**src/rtl/clk_gate_ctrl.sv**
```systemverilog
// ICG enable controller: gates the clock after CFG_IDLE idle cycles, wakes through WAKE_CYC cycles before ACK.
// Outputs are registered from next state (one edge after sampled inputs); no backpressure, SE freezes all state.
module clk_gate_ctrl #(
   parameter int IDLE_W   = 4,
   parameter int WAKE_CYC = 2
) (
   input  logic              CLK,
   input  logic              RST,
   input  logic              REQ,
   input  logic              BUSY,
   input  logic              FORCE_ON,
   input  logic              SE,
   input  logic [IDLE_W-1:0] CFG_IDLE,
   output logic              E,
   output logic              TE,
   output logic              ACK,
   output logic              GATED,
   output logic [7:0]        GATE_CNT
);

   typedef enum logic [1:0] {ST_RUN, ST_COUNT, ST_GATED, ST_WAKE} state_t;

   localparam logic [3:0]        WAKE_LAST = 4'(WAKE_CYC - 1);
   localparam logic [IDLE_W-1:0] IDLE_MAX  = '1;

   state_t            state;
   state_t            state_nxt;
   logic [IDLE_W-1:0] idle_cnt;
   logic [IDLE_W-1:0] idle_nxt;
   logic [IDLE_W-1:0] idle_inc;
   logic [3:0]        wake_cnt;
   logic [3:0]        wake_nxt;
   logic              idle;

   assign TE       = SE;
   assign idle     = !REQ && !BUSY;
   assign idle_inc = (idle_cnt == IDLE_MAX) ? idle_cnt : idle_cnt + IDLE_W'(1);

   always_comb begin
      state_nxt = state;
      idle_nxt  = idle_cnt;
      wake_nxt  = wake_cnt;
      case (state)
         ST_RUN: begin
            if (FORCE_ON || !idle) begin
               idle_nxt = '0;
            end else if (CFG_IDLE == '0) begin
               state_nxt = ST_GATED;
               idle_nxt  = '0;
            end else begin
               state_nxt = ST_COUNT;
               idle_nxt  = IDLE_W'(1);
            end
         end
         ST_COUNT: begin
            // Activity is checked first so it wins over a threshold reached in the same cycle.
            if (FORCE_ON || !idle) begin
               state_nxt = ST_RUN;
               idle_nxt  = '0;
            end else if (idle_inc >= CFG_IDLE) begin
               state_nxt = ST_GATED;
               idle_nxt  = '0;
            end else begin
               idle_nxt = idle_inc;
            end
         end
         ST_GATED: begin
            if (FORCE_ON || !idle) begin
               state_nxt = ST_WAKE;
               wake_nxt  = '0;
            end
         end
         ST_WAKE: begin
            if (wake_cnt == WAKE_LAST) begin
               state_nxt = ST_RUN;
               wake_nxt  = '0;
            end else begin
               wake_nxt = wake_cnt + 4'd1;
            end
         end
         default: begin
            state_nxt = ST_WAKE;
            wake_nxt  = '0;
         end
      endcase
   end

   // Reset parks in WAKE with E high so the gated domain is clocked through its own reset.
   always_ff @(posedge CLK or posedge RST) begin
      if (RST) begin
         state    <= ST_WAKE;
         idle_cnt <= '0;
         wake_cnt <= '0;
         E        <= 1'b1;
         ACK      <= 1'b0;
         GATED    <= 1'b0;
         GATE_CNT <= '0;
      end else if (!SE) begin
         state    <= state_nxt;
         idle_cnt <= idle_nxt;
         wake_cnt <= wake_nxt;
         E        <= (state_nxt != ST_GATED);
         ACK      <= (state_nxt == ST_RUN) || (state_nxt == ST_COUNT);
         GATED    <= (state_nxt == ST_GATED);
         if ((state_nxt == ST_GATED) && (state != ST_GATED))
            GATE_CNT <= GATE_CNT + 8'd1;
      end
   end

endmodule

```
**config.mk**
```make
export PLATFORM = sky130hd
export DESIGN_NAME = clk_gate_ctrl
export DESIGN_NICKNAME = d
export VERILOG_FILES = /design/src/rtl/clk_gate_ctrl.sv
export SDC_FILE = /design/constraint.sdc
export NUM_CORES = 1
export LEC_CHECK = 0
export CAP_MARGIN = 10
export CELL_PAD_IN_SITES_DETAIL_PLACEMENT = 1
export CELL_PAD_IN_SITES_GLOBAL_PLACEMENT = 2
export CORE_ASPECT_RATIO = 0.9
export CORE_MARGIN = 5
export CORE_UTILIZATION = 30
export CTS_CLUSTER_DIAMETER = 150
export DETAILED_ROUTE_END_ITERATION = 8
export PLACE_DENSITY_LB_ADDON = 0.1
export SYNTH_ARGS = -nofsm -noshare
export SYNTH_HDL_FRONTEND = slang
export SYNTH_SLANG_ARGS = --single-unit
```
**constraint.sdc**
```tcl
create_clock -name CLK -period 4.1 [get_ports CLK]
set_clock_uncertainty 0.1 [all_clocks]
set_input_delay 0.41 -clock CLK [delete_from_list [all_inputs] [get_ports CLK]]
set_output_delay 0.41 -clock CLK [all_outputs]
set_load 0.05 [all_outputs]
```
==> results.cfg <==
[final_layout]
fin_area_mm2 = 0.00165
diodes = 0
drive_gt1_share_pct = 16.3
mostFrequentLayoutCell = clkdlybuf4s50_1
areaGrowthSynthToFinish_pct = 22.7
final_nets = 166
n_fill_cell = 499
fin_util_pct = 37.5
final_cell_mix = 21 x clkdlybuf4s50_1, 18 x dfrtp_1, 11 x nand2_1

[timing]
final.min_clock_period_ns = 3.01
tns_ns = 0
hold_viol = 0
rsz0062_at_grt = no
layout_setup_ws_ns = 1.09
fmax_ghz = 0.332
setup_viol = 0
finalCritPeriodShare_pct = 73.4
timing.hold.ws_ns = 0.377
slew_headroom_pct = 44.5
tightest_slew_ns = 0.832
report.final.slew_viol_count = 0

[drt]
routed_wl_um = 3170
vias_per_cell = 4.76
drtIter0Drc = 38
drc_errors = 0
vias = 994
drtAntennaViolNets = 0
wl_per_cell_um = 15.2
first_pass_iters = 3

[synthesis]
seq_area_frac_synth_pct = 39.4
synth-edff-count = 0
synth_top_cell_by_area = dfrtp_1
async_reset_ff_share_pct = 100
synth_cells = 128
netlist_area_mm2 = 0.00134
synth_top_area_share_pct = 33.5
synth-warning-count = 0
synthFlopType = dfrtp_1
avgSynthCellArea_um2 = 10.5
synthesis.nets = 146
yosys_register_bits = 21
synth_cell_type_count = 44
synthTopCellsByArea = dfrtp_1 34%, ha_1 7.4%, dfstp_2 5.9%

[die]
std_cell_rows = 23
die_y_um = 73.5
initial_utilization_pct = 30.5
dieArea_mm2 = 0.00592
core-area_mm2 = 0.00440
pin_count = 22
die_x_um = 80.5

[clock_tree]
cts_buffers = 3
clk_latency_ns = 0.27
post_cts_buffers = 0
cts_hold_buffers = 0
htreeDepth = 1
cts_root_buffer = clkbuf_8
post_cts_resized = 0
cts_sinks = 21
cts_tree = built
clockBufferDepth = 2
path_clk_slew_ns = 0.09

[worst_setup_path]
critPathRequiredTime_ns = 4.17
crit_type = reg2reg
cp.arrival_ns = 3.08
critPathMaxFanout = 9
crit_path_end_kind = register
crit_path_start_kind = register
startpoint = idle_cnt[0]$_DFFE_PP0P_
r2r-start = idle_cnt[0]$_DFFE_PP0P_

[pwr]
p_leak_nw = 0.684
ir_drop_uv = 223
power_density_mw_per_mm2 = 344

[grt]
grt.total_usage_pct = 11.9
grt_pass1_vias = 1033
grt_pass1_wl_um = 5370
grt_overflow = 0
antenna_found_initial = 0
grt_max_degree = 22

[placement]
dpl-instance-area_mm2 = 0.00160
dp_hpwl_um = 2480
dpl_worst_slack_ns = 1.08
globalplace.congestion = 0.747
port_buffers = 21

[job]
max_cap_viol_count = 0

[outcome]
outcome = finished, final reports clean

[hold_path]
hold_class = reg2reg
hp-start = GATE_CNT[7]$_DFFE_PP0P_
-- through the flow --
stage / instances / total power [W]
final: 209 / 0.000567
after global routing: 209 / 0.000600
after CTS: 209 / 0.000578
after detailed placement: 205 / 0.000428
after global placement: 205 / 0.000422
after floorplan: 128 / 0.000365
-- report_power, final --
group          internal, W  total [W]  switching, W
Combinational    0.0000658   0.000173      0.000107
Clock            0.0000688   0.000146     0.0000767
Sequential        0.000227   0.000249     0.0000223
-- state kept, by name, indices dropped and copies added, names as in the netlist --
name	flops
GATE_CNT	8
GATED	1
ACK	1
idle_cnt	4
wake_cnt	4
E	1
state	2
-- critical path: stages (launching register included) --
cell and delay (ns):
dfrtp_1 0.43, ha_1 0.27, nand3_1 0.17, mux2_2 0.37, ha_1 0.19, or3b_1 0.34
o2111ai_1 0.20, and3_1 0.52, nor3b_1 0.15, a21o_1 0.17
-- metal layers --
layer	wire length, um	up-vias	share of wire (%)	track usage [%]
li1	-	496	-	-
met1	1460	486	46	14.8
met2	1600	8	50	20.3
met3	76	4	2.4	3.19
met4	38	0	1.2	3.38
met5	0	-	0	0
-- kinds of logic after synthesis --
group	Yosys count	synth area share, %
and+or+nand+nor	49	24.5
muxes	3	2.51
buffers and inverters	16	5.12
AOI/OAI and AO/OA	23	15.8
DFF	21	39.4
xor gates and xnor gates	8	5.21
adders and majority gates	8	7.45
-- Yosys cell counts (2+ instances only) --
master    count
nand3_1       7
nor2_1        5
clkbuf_1      3
nand2b_1      2
dfrtp_1      18
ha_1          8
inv_1        10
mux2_2        2
dfstp_2       3
nand2_1      11
o21ai_0       5
xor2_1        3
a21oi_1       5
or3b_1        2
buf_4         2
nor4b_2       2
xnor2_1       5
nor3_1        3
or2_2         2
and3_1        5
nand4_1       2
-- layout make-up --
cell class / count / area (um2) / area share (%)
inverter: 10 / 37.5 / 2.28
clock inverter: 1 / 7.51 / 0.455
multi-input combinational: 91 / 746 / 45.2
clock buffer: 3 / 41.3 / 2.50
sequential: 21 / 529 / 32.1
tap: 62 / 77.6 / 4.70
timing repair buffer: 21 / 210 / 12.7
-- path summary, 6_finish.rpt --
check                      slack (ns)  cells past startpoint                      end
hold / removal                   0.38                      1  GATE_CNT[7]$_DFFE_PP0P_
setup reg to reg                 1.09                      9        GATED$_DFFE_PP0N_
hold reg to reg                  0.38                      1  GATE_CNT[7]$_DFFE_PP0P_
min in group asynchronous        0.50                      2  GATE_CNT[4]$_DFFE_PP0P_
max in group asynchronous        2.88                      2  idle_cnt[0]$_DFFE_PP0P_
setup / recovery                 1.09                      9        GATED$_DFFE_PP0N_
Note: power is estimated with default switching activity, not from simulation.
